$ cat config.mk
export PLATFORM = sky130hd
export DESIGN_NAME = decim_capture_ctrl
export DESIGN_NICKNAME = d
export VERILOG_FILES = /design/src/rtl/decim_capture_pkg.sv /design/src/rtl/decim_trig_detect.sv /design/src/rtl/decim_capture_ctrl.sv
export SDC_FILE = /design/constraint.sdc
export NUM_CORES = 1
export LEC_CHECK = 0
export CAP_MARGIN = 30
export CORE_ASPECT_RATIO = 0.5
export CORE_MARGIN = 3
export CORE_UTILIZATION = 56
export CTS_BUF_LIST = sky130_fd_sc_hd__clkbuf_4 sky130_fd_sc_hd__clkbuf_8 sky130_fd_sc_hd__clkbuf_16
export CTS_CLUSTER_DIAMETER = 30
export CTS_CLUSTER_SIZE = 25
export DETAILED_ROUTE_END_ITERATION = 10
export PLACE_DENSITY = 0.88
export SETUP_SLACK_MARGIN = 0.5
export SLEW_MARGIN = 20
export SYNTH_ARGS = -nofsm -noshare
export SYNTH_HDL_FRONTEND = slang
export SYNTH_SLANG_ARGS = --single-unit
$ cat constraint.sdc
create_clock -name clk_i -period 3.75 [get_ports clk_i]
set_input_delay 0.75 -clock clk_i [delete_from_list [all_inputs] [get_ports clk_i]]
set_output_delay 0.75 -clock clk_i [all_outputs]
set_load 0.01 [all_outputs]
$ cat src/rtl/decim_capture_pkg.sv
// Shared types and constants for the decimated-sample capture controller.
package decim_capture_pkg;

  // Capture controller states
  typedef enum logic [2:0] {
    ST_IDLE  = 3'd0,
    ST_FILL  = 3'd1,
    ST_ARMED = 3'd2,
    ST_POST  = 3'd3,
    ST_DONE  = 3'd4
  } cap_state_e;

  // Trigger modes
  localparam logic [1:0] TRIG_SW   = 2'd0;
  localparam logic [1:0] TRIG_RISE = 2'd1;
  localparam logic [1:0] TRIG_FALL = 2'd2;
  localparam logic [1:0] TRIG_BOTH = 2'd3;

  // A capture request is usable only when it asks for at least one post sample
  // and the whole window fits in the ring buffer.
  function automatic logic cfg_valid(input logic [31:0] pretrig,
                                     input logic [31:0] post_len,
                                     input logic [31:0] depth);
    logic ok;
    if (post_len == 32'd0) begin
      ok = 1'b0;
    end else if ((pretrig + post_len) > depth) begin
      ok = 1'b0;
    end else begin
      ok = 1'b1;
    end
    return ok;
  endfunction

endpackage

$ cat src/rtl/decim_trig_detect.sv
// Threshold-crossing detector: keeps the previous sample and flags rising,
// falling or either-edge crossings of a signed threshold.
module decim_trig_detect
  import decim_capture_pkg::*;
#(
  parameter int DATA_WIDTH = 17
) (
  input  logic                         clk_i,
  input  logic                         rst_ni,
  input  logic                         clear_i,
  input  logic                         sample_i,
  input  logic signed [DATA_WIDTH-1:0] data_i,
  input  logic signed [DATA_WIDTH-1:0] thresh_i,
  input  logic [1:0]                   mode_i,
  output logic                         edge_hit_o
);

  logic signed [DATA_WIDTH-1:0] prev_r;
  logic                         prev_valid_r;
  logic                         rise_s;
  logic                         fall_s;
  logic                         hit_s;

  // Track the last strobed sample; a clear makes it invalid so no edge can
  // be seen until a fresh sample has arrived.
  always_ff @(posedge clk_i or negedge rst_ni) begin
    if (!rst_ni) begin
      prev_r       <= '0;
      prev_valid_r <= 1'b0;
    end else if (clear_i) begin
      prev_r       <= '0;
      prev_valid_r <= 1'b0;
    end else if (sample_i) begin
      prev_r       <= data_i;
      prev_valid_r <= 1'b1;
    end else begin
      prev_r       <= prev_r;
      prev_valid_r <= prev_valid_r;
    end
  end

  // Compare previous and current sample against the threshold per mode
  always_comb begin
    rise_s = prev_valid_r && (prev_r < thresh_i) && (data_i >= thresh_i);
    fall_s = prev_valid_r && (prev_r >= thresh_i) && (data_i < thresh_i);
    case (mode_i)
      TRIG_RISE: hit_s = rise_s;
      TRIG_FALL: hit_s = fall_s;
      TRIG_BOTH: hit_s = rise_s || fall_s;
      default:   hit_s = 1'b0;
    endcase
  end

  assign edge_hit_o = hit_s;

endmodule

$ cat src/rtl/decim_capture_ctrl.sv
// Pre/post-trigger capture controller writing decimated samples into a
// circular capture RAM and reporting where the oldest valid sample lives.
module decim_capture_ctrl
  import decim_capture_pkg::*;
#(
  parameter int DATA_WIDTH = 17,
  parameter int ADDR_WIDTH = 10
) (
  input  logic                         clk_i,
  input  logic                         rst_ni,
  input  logic signed [DATA_WIDTH-1:0] data_i,
  input  logic                         ce_i,
  input  logic                         arm_i,
  input  logic                         abort_i,
  input  logic                         sw_trig_i,
  input  logic [1:0]                   trig_mode_i,
  input  logic signed [DATA_WIDTH-1:0] thresh_i,
  input  logic [ADDR_WIDTH:0]          pretrig_i,
  input  logic [ADDR_WIDTH:0]          post_len_i,
  output logic                         we_o,
  output logic [ADDR_WIDTH-1:0]        waddr_o,
  output logic signed [DATA_WIDTH-1:0] wdata_o,
  output logic                         busy_o,
  output logic                         done_o,
  output logic                         err_o,
  output logic [ADDR_WIDTH-1:0]        start_addr_o
);

  localparam logic [31:0]           DEPTH    = 32'd1 << ADDR_WIDTH;
  localparam logic [ADDR_WIDTH-1:0] ADDR_ONE = ADDR_WIDTH'(1'b1);
  localparam logic [ADDR_WIDTH:0]   CNT_ONE  = (ADDR_WIDTH+1)'(1'b1);
  localparam logic [ADDR_WIDTH:0]   CNT_ZERO = (ADDR_WIDTH+1)'(1'b0);

  cap_state_e                   state_r;
  logic [1:0]                   mode_r;
  logic signed [DATA_WIDTH-1:0] thresh_r;
  logic [ADDR_WIDTH:0]          pretrig_r;
  logic [ADDR_WIDTH:0]          post_len_r;
  logic [ADDR_WIDTH:0]          fill_cnt_r;
  logic [ADDR_WIDTH:0]          post_cnt_r;
  logic                         sw_pend_r;
  logic                         we_r;
  logic [ADDR_WIDTH-1:0]        waddr_r;
  logic signed [DATA_WIDTH-1:0] wdata_r;
  logic                         busy_r;
  logic                         done_r;
  logic                         err_r;
  logic [ADDR_WIDTH-1:0]        start_addr_r;

  logic                  arm_ok_s;
  logic                  idle_like_s;
  logic                  arm_go_s;
  logic                  arm_bad_s;
  logic                  sample_s;
  logic                  clear_s;
  logic                  sw_fire_s;
  logic                  edge_hit_s;
  logic                  trig_s;
  logic [ADDR_WIDTH-1:0] next_addr_s;
  logic [ADDR_WIDTH:0]   fill_next_s;
  logic [ADDR_WIDTH:0]   post_next_s;

  // Arm qualification, trigger decision and the address the next strobe lands on
  always_comb begin
    arm_ok_s    = cfg_valid(32'(pretrig_i), 32'(post_len_i), DEPTH);
    idle_like_s = (state_r == ST_IDLE) || (state_r == ST_DONE);
    arm_go_s    = arm_i && !abort_i && idle_like_s && arm_ok_s;
    arm_bad_s   = arm_i && !abort_i && idle_like_s && !arm_ok_s;
    sample_s    = ce_i && !abort_i && ((state_r == ST_FILL) || (state_r == ST_ARMED));
    clear_s     = abort_i || arm_go_s;
    // A write issued last cycle bumps the pointer on this edge, so a sample
    // strobed now lands one slot further on.
    if (we_r) begin
      next_addr_s = waddr_r + ADDR_ONE;
    end else begin
      next_addr_s = waddr_r;
    end
    fill_next_s = fill_cnt_r + CNT_ONE;
    post_next_s = post_cnt_r + CNT_ONE;
    sw_fire_s   = (mode_r == TRIG_SW) && (sw_trig_i || sw_pend_r);
    if (ce_i && (state_r == ST_ARMED)) begin
      if (mode_r == TRIG_SW) begin
        trig_s = sw_fire_s;
      end else begin
        trig_s = edge_hit_s;
      end
    end else begin
      trig_s = 1'b0;
    end
  end

  decim_trig_detect #(
    .DATA_WIDTH(DATA_WIDTH)
  ) u_trig_detect (
    .clk_i      (clk_i),
    .rst_ni     (rst_ni),
    .clear_i    (clear_s),
    .sample_i   (sample_s),
    .data_i     (data_i),
    .thresh_i   (thresh_r),
    .mode_i     (mode_r),
    .edge_hit_o (edge_hit_s)
  );

  // Capture state machine with registered RAM write port and status outputs
  always_ff @(posedge clk_i or negedge rst_ni) begin
    if (!rst_ni) begin
      state_r      <= ST_IDLE;
      mode_r       <= TRIG_SW;
      thresh_r     <= '0;
      pretrig_r    <= '0;
      post_len_r   <= '0;
      fill_cnt_r   <= '0;
      post_cnt_r   <= '0;
      sw_pend_r    <= 1'b0;
      we_r         <= 1'b0;
      waddr_r      <= '0;
      wdata_r      <= '0;
      busy_r       <= 1'b0;
      done_r       <= 1'b0;
      err_r        <= 1'b0;
      start_addr_r <= '0;
    end else if (abort_i) begin
      // Abort beats everything, including an arm on the same cycle, and
      // drops the write that would otherwise appear next cycle.
      state_r   <= ST_IDLE;
      sw_pend_r <= 1'b0;
      we_r      <= 1'b0;
      waddr_r   <= next_addr_s;
      busy_r    <= 1'b0;
      done_r    <= 1'b0;
      err_r     <= 1'b0;
    end else begin
      err_r   <= 1'b0;
      we_r    <= 1'b0;
      waddr_r <= next_addr_s;
      case (state_r)
        ST_IDLE, ST_DONE: begin
          if (arm_go_s) begin
            mode_r       <= trig_mode_i;
            thresh_r     <= thresh_i;
            pretrig_r    <= pretrig_i;
            post_len_r   <= post_len_i;
            fill_cnt_r   <= CNT_ZERO;
            post_cnt_r   <= CNT_ZERO;
            sw_pend_r    <= 1'b0;
            waddr_r      <= '0;
            start_addr_r <= '0;
            busy_r       <= 1'b1;
            done_r       <= 1'b0;
            if (pretrig_i == CNT_ZERO) begin
              state_r <= ST_ARMED;
            end else begin
              state_r <= ST_FILL;
            end
          end else if (arm_bad_s) begin
            err_r <= 1'b1;
          end else begin
            state_r <= state_r;
          end
        end
        ST_FILL: begin
          if (sw_trig_i && (mode_r == TRIG_SW)) begin
            sw_pend_r <= 1'b1;
          end else begin
            sw_pend_r <= sw_pend_r;
          end
          if (ce_i) begin
            we_r       <= 1'b1;
            wdata_r    <= data_i;
            fill_cnt_r <= fill_next_s;
            if (fill_next_s == pretrig_r) begin
              state_r <= ST_ARMED;
            end else begin
              state_r <= ST_FILL;
            end
          end else begin
            state_r <= ST_FILL;
          end
        end
        ST_ARMED: begin
          if (ce_i) begin
            we_r    <= 1'b1;
            wdata_r <= data_i;
          end else begin
            we_r <= 1'b0;
          end
          if (trig_s) begin
            sw_pend_r    <= 1'b0;
            start_addr_r <= next_addr_s - pretrig_r[ADDR_WIDTH-1:0];
            post_cnt_r   <= CNT_ONE;
            if (post_len_r == CNT_ONE) begin
              state_r <= ST_DONE;
              busy_r  <= 1'b0;
              done_r  <= 1'b1;
            end else begin
              state_r <= ST_POST;
            end
          end else if (sw_trig_i && (mode_r == TRIG_SW)) begin
            sw_pend_r <= 1'b1;
          end else begin
            state_r <= ST_ARMED;
          end
        end
        ST_POST: begin
          if (ce_i) begin
            we_r       <= 1'b1;
            wdata_r    <= data_i;
            post_cnt_r <= post_next_s;
            if (post_next_s == post_len_r) begin
              state_r <= ST_DONE;
              busy_r  <= 1'b0;
              done_r  <= 1'b1;
            end else begin
              state_r <= ST_POST;
            end
          end else begin
            state_r <= ST_POST;
          end
        end
        default: begin
          state_r <= ST_IDLE;
          busy_r  <= 1'b0;
          done_r  <= 1'b0;
        end
      endcase
    end
  end

  assign we_o         = we_r;
  assign waddr_o      = waddr_r;
  assign wdata_o      = wdata_r;
  assign busy_o       = busy_r;
  assign done_o       = done_r;
  assign err_o        = err_r;
  assign start_addr_o = start_addr_r;

endmodule
-- Word-level counts from Yosys, hierarchy flattened
Cells that the tools add are included.
- input port bits: 64
- register bits after elaboration: 126
- word-level logic and storage cells: 146
- add/sub/neg operators: 5
- reduce and logical (&&, ||, !) cells: 39
- equal/unequal tests: 21
- magnitude comparators: 5
- bitwise logic cells: 1
- multiplexer cells: 58
- operator list (kind ; count):
    2-to-1 mux 10 bit ; 6
    2-to-1 mux 11 bit ; 4
    >= comparator 17 bit ; 2
    less-than comparator 17 bit ; 2
    2-to-1 mux 17 bit ; 2
    one-hot mux 11 bit (3 select lines) ; 1
    2-to-1 mux 1 bit ; 28
    2-to-1 mux 3 bit ; 8
    adder 11 x 1 -> 11 bit, second input constant ; 2
    equality test 11 bit ; 2
    zero test 11 bit ; 2
    one-hot mux 11 bit (2 select lines) ; 1
    one-hot mux 10 bit (2 select lines) ; 1
    logical AND 1 bit ; 13
    adder 11 x 11 -> 12 bit ; 1
    greater-than comparator 12 x 11 -> 1 bit, second input constant ; 1
    != test 3 bit, second input constant ; 4
    one-hot mux 3 bit (4 select lines) ; 1
    equality test 11 x 1 -> 1 bit, second input constant ; 1
    adder 10 x 1 -> 10 bit, second input constant ; 1
    != test 2 bit, second input constant ; 5
    subtractor 10 bit ; 1
    one-hot mux 1 bit (4 select lines) ; 2
    AND reduction 4 bit ; 2
    23 further kinds ; 36

-- Longest topological paths before layout
- word-level depth: 10
- mapped depth: 14
- mapped depth without buffers: 13

-- Cells and area by module
A second synthesis with hierarchy kept.
- cells, all modules: 858
- area total of the unflattened synthesis: 7965.1 um^2
- modules (own cells, without submodules) (module ; times used ; cells each ; area an instance (um^2) ; seq. area each (um^2)):
    decim_capture_ctrl ; 1 ; 680 ; 6352.3 ; 2702.6
    decim_trig_detect ; 1 ; 178 ; 1612.8 ; 450.4

-- Worst setup path after synthesis
No wires, ideal clock.
- kind: input-to-reg
- from: input port pretrig_i[0]
- to: register start_addr_r[0], in the netlist start_addr_o[0]
- setup time: 0.125 ns
- slack: 0.087 ns
- path buffers: 1
- stages on the path: 13
- data arrival time: 3.538 ns
- data required time: 3.625 ns
- path through: ha_1 > inv_1 > fa_1 > nor2b_1 > o2111a_1 > o311a_1 > o32a_1 > xnor2_1 > o211ai_1 > nor4_4 > a21o_1 > buf_2 > mux2_2
- longest elaborated chain between the ends: 7
- ends and longest elaborated chain (element ; line ; RTL):
    from (decl) ; decim_capture_ctrl.sv:18 ; input logic [ADDR_WIDTH:0] pretrig_i,
    adder 11 x 11 -> 12 bit ; decim_capture_pkg.sv:27 ; end else if ((pretrig + post_len) > depth) begin
    greater-than comparator 12 x 11 -> 1 bit ; decim_capture_pkg.sv:27 ;
    2-to-1 mux 1 bit ; decim_capture_pkg.sv:27 ;
    2-to-1 mux 1 bit ; decim_capture_pkg.sv:25 ; if (post_len == 32'd0) begin
    logical AND 1 bit ; decim_capture_ctrl.sv:67 ; arm_go_s = arm_i && !abort_i && idle_like_s && arm_ok_s;
    != test 2 bit (no source line) ; n/a ;
    AND reduction 4 bit (no source line) ; n/a ;
    to (signal assigned) ; decim_capture_ctrl.sv:190 ; start_addr_r <= next_addr_s - pretrig_r[ADDR_WIDTH-1:0];
    to (decl) ; decim_capture_ctrl.sv:48 ; logic [ADDR_WIDTH-1:0] start_addr_r;
No other way between the ends.
A chain may end at the register's enable or synchronous reset.

-- Worst setup path in the final report
- from: input port pretrig_i[2]
- to: register start_addr_r[8], in the netlist start_addr_o[8]
Same word-level chain as after synthesis.

==> results.yml <==
outcome:
  status: "completed"
placement:
  place_area_um2: 9380
  gp_congestion: 0.984
  dpl.hpwl_mm: 15.7
  port_buffers: 104
synth:
  synth_area_um2: 7720
  yosys-top-cells-area: "dfrtp_1 (41%), ha_1 (9.2%), nand2_1 (5.8%)"
  netlist_instances: 840
  avgSynthCellArea_um2: 9.19
  async_flop_share_pct: 100
  synth_top_area_cell: "dfrtp_1"
  synth_edf_count: 0
  seq_area_frac_synth_pct: 40.8
  ys_ff_latch: 126
  synth_flop_cell: "dfrtp_1"
  syn_nets: 963
  yosysTopAreaCellShare_pct: 40.8
  synth_cell_types: 71
  ys_warn_count: 0
clocking:
  worstSkewPairLatency_ns: 0.43
  cts_max_level: 4
  clockBufferDepth: 2
  root_buffer: "clkbuf_16"
  cts_tree: "built"
  clock_sinks: 126
  clk_pin_slew_worst_paths_ns: 0.06
  cts_made_buffers: 17
die:
  fp.dieW_um: 172
  num_rows: 29
  die_h_um: 89.0
  fp.dieArea_um2: 15300
  start_util_pct: 59.1
  core_area_um2: 13100
  io_pins: 105
global_route:
  grt_pass1_vias: 7682
  grt_max_degree: 55
  antenna_found_initial: 0
  grt_pass1_wl_mm: 39.1
  grt_usage_pct: 32.6
  grt_overflow: 0
cells_and_area:
  drive_gt1_share_pct: 24.3
  layout_commonest_cell: "dfrtp_1"
  layout_common_cells: "dfrtp_1 (125), nand2_1 (116), clkdlybuf4s50_1 (83)"
  final_area_um2: 10900
  antenna_cells: 0
  layout.nets: 1152
  area_delta_synth_final_pct: 41.0
power:
  pwr-share-seq_pct: 33.0
  pwr-share-comb_pct: 38.2
  p_sw_share_pct: 37.2
  p_clk_share_pct: 28.8
  p_int_mw: 3.84
  p_leak_nw: 4.83
  pwr_density_cell_nw_per_um2: 562
  ir_worst_vdd_v: 0.000414
  switching_power_mw: 2.28
drt:
  post-route-drc-count: 0
  routed_wl_mm: 29.4
  ant_nets: 0
  drtIter0Drc: 1293
  via_per_inst: 6.85
  vias: 8300
  drt-wirelength-per-cell_um: 24.2
  dr.pass1.iters: 7
worst_setup_path:
  required_ns: 4.06
  crit_end: "start_addr_o[8]"
  endpoint_kind: "flop"
  rr_worst_depth: 9
  cp-startpoint: "pretrig_i[2]"
  critical_path_arrival_ns: 4.04
  critPathMaxFanout: 4
  timing.rr.start: "post_cnt_r[4]"
  r2r_slack_ns: 0.41
  critPathLaunchType: "input pin"
  crit_type: "in -> reg"
  r2r_end: "busy_o"
sta:
  setup-violations-final: 0
  timing.fmax_mhz: 269
  fin_worst_skew_ns: 0.0110
  period_needed_ns: 3.72
  worst_slew_pin_slew_ns: 0.800
  slew_violations: 0
  tns_ns: 0
  rsz0062_at_grt: "yes"
  relSlewSlack_pct: 46.5
  min_period_over_period_pct: 99.3
  hold_viol_final: 0
worst_hold_path:
  min_path_type: "in -> async"
flow_run:
  drv_cap: 0
-- power by group through the flow --
stage	clock [mW]	combinational, mW	sequential [mW]
CTS	1.75	2.03	1.98
detailed placement	0	1.92	1.99
global route	1.83	2.52	2.05
floorplan	0	1.19	1.96
finish	1.76	2.34	2.02
global placement	0	1.80	1.98
-- per-stage QoR --
stage	hold slack, ns	std cells	total power [mW]	setup slack [ns]	utilization [%]
6_report	0.356	1212	6.12	0.0273	83.4
5_1_grt	0.423	1212	6.40	-0.139	83.4
4_1_cts	0.396	1195	5.76	0.393	78.9
3_5_place_dp	0.488	1141	3.91	-0.731	71.8
3_3_place_gp	0.479	1140	3.78	-0.779	71.7
2_1_floorplan	0.454	840	3.15	0.122	-
-- repair_timing --
item	CTS	global route
gates resized for setup	84	91
hold buffers	0	0
gates cloned	4	6
pin swaps	28	30
setup endpoints to repair	107	107
setup buffers	18	11
-- metal layers --
layer  vias to the layer above  global-route usage (%)  routed length, um
li1                       3383                       -                  -
met1                      3896                    41.9              10700
met2                       767                    54.6              13000
met3                       254                    7.29               3750
met4                         0                    13.1               1880
met5                         -                       0                  0
-- how the worst min path moves through the flow --
stage | start | to | slack [ns] | depth (start not counted)
detailed placement | pretrig_r[10] | pretrig_r[10] | 0.49 | 2
CTS | rst_ni | post_cnt_r[9] | 0.40 | 1
finish | rst_ni | post_cnt_r[9] | 0.36 | 1
global route | rst_ni | post_cnt_r[9] | 0.42 | 1
floorplan | rst_ni | busy_o | 0.45 | 0
global placement | pretrig_r[10] | pretrig_r[10] | 0.48 | 2
-- synthesized netlist by cell type (3+ instances only) --
cell and number:
nand2_1 120, nand4_1 13, buf_2 6, o21ai_0 52, xor2_1 17, nor2b_1 10, mux2_2 28, clkbuf_1 26
nand3_1 15, a22o_1 19, a31oi_1 22, nand2b_1 6, xnor2_1 29, or3_1 5, a211oi_1 10, o22ai_1 3
a21o_1 8, o41ai_1 3, nor4b_1 3, nor2_1 62, o211ai_1 3, and3_1 7, a21boi_0 3, nor3_1 18
nor4_1 11, a21oi_1 38, and2_1 10, ha_1 57, inv_1 51, o2111ai_1 3, or2_2 4, dfrtp_1 126
mux2i_1 5
-- cell families (layout without fill, tap and decap cells) --
logic type	Yosys count	in the layout	synth area share, %
simple gates	303	303	19.3
compound gates	189	189	16.0
flops	126	126	40.8
buf+inv	84	286	4.18
fa+ha+maj	59	59	9.76
xor+xnor	46	46	5.22
mux	33	33	4.73
-- registers in the layout, summed over array words and instances (netlist names) --
name and cells:
pretrig_r 11, u_trig_detect.prev_r 17, start_addr_o 10, wdata_o 17, state_r 3, sw_pend_r 1, u_trig_detect.prev_valid_r 1, post_cnt_r 11
fill_cnt_r 11, busy_o 1, thresh_r 17, waddr_o 10, done_o 1, mode_r 2, err_o 1, post_len_r 11
we_o 1
-- worst max-delay path, stage by stage --
cell and delay (ns):
buf_2 0.14, ha_4 0.26, buf_4 0.12, o21ai_1 0.09
buf_4 0.15, or2_2 0.28, a31oi_1 0.23, nand4_1 0.26
nor4_2 0.40, o211ai_1 0.19, buf_4 0.20, nor4_4 0.19
a21o_1 0.21, buf_6 0.14, buf_16 0.12, mux2_4 0.30
-- cell type report --
cell class | count | area, um2
Sequential cell | 126 | 3150
Tap cell | 170 | 213
Multi-Input combinational cell | 630 | 4750
Inverter | 51 | 191
Timing Repair Buffer | 203 | 1960
Fill cell | 638 | 2170
Clock buffer | 18 | 433
Clock inverter | 14 | 180
Power figures use the tool's default switching activity.
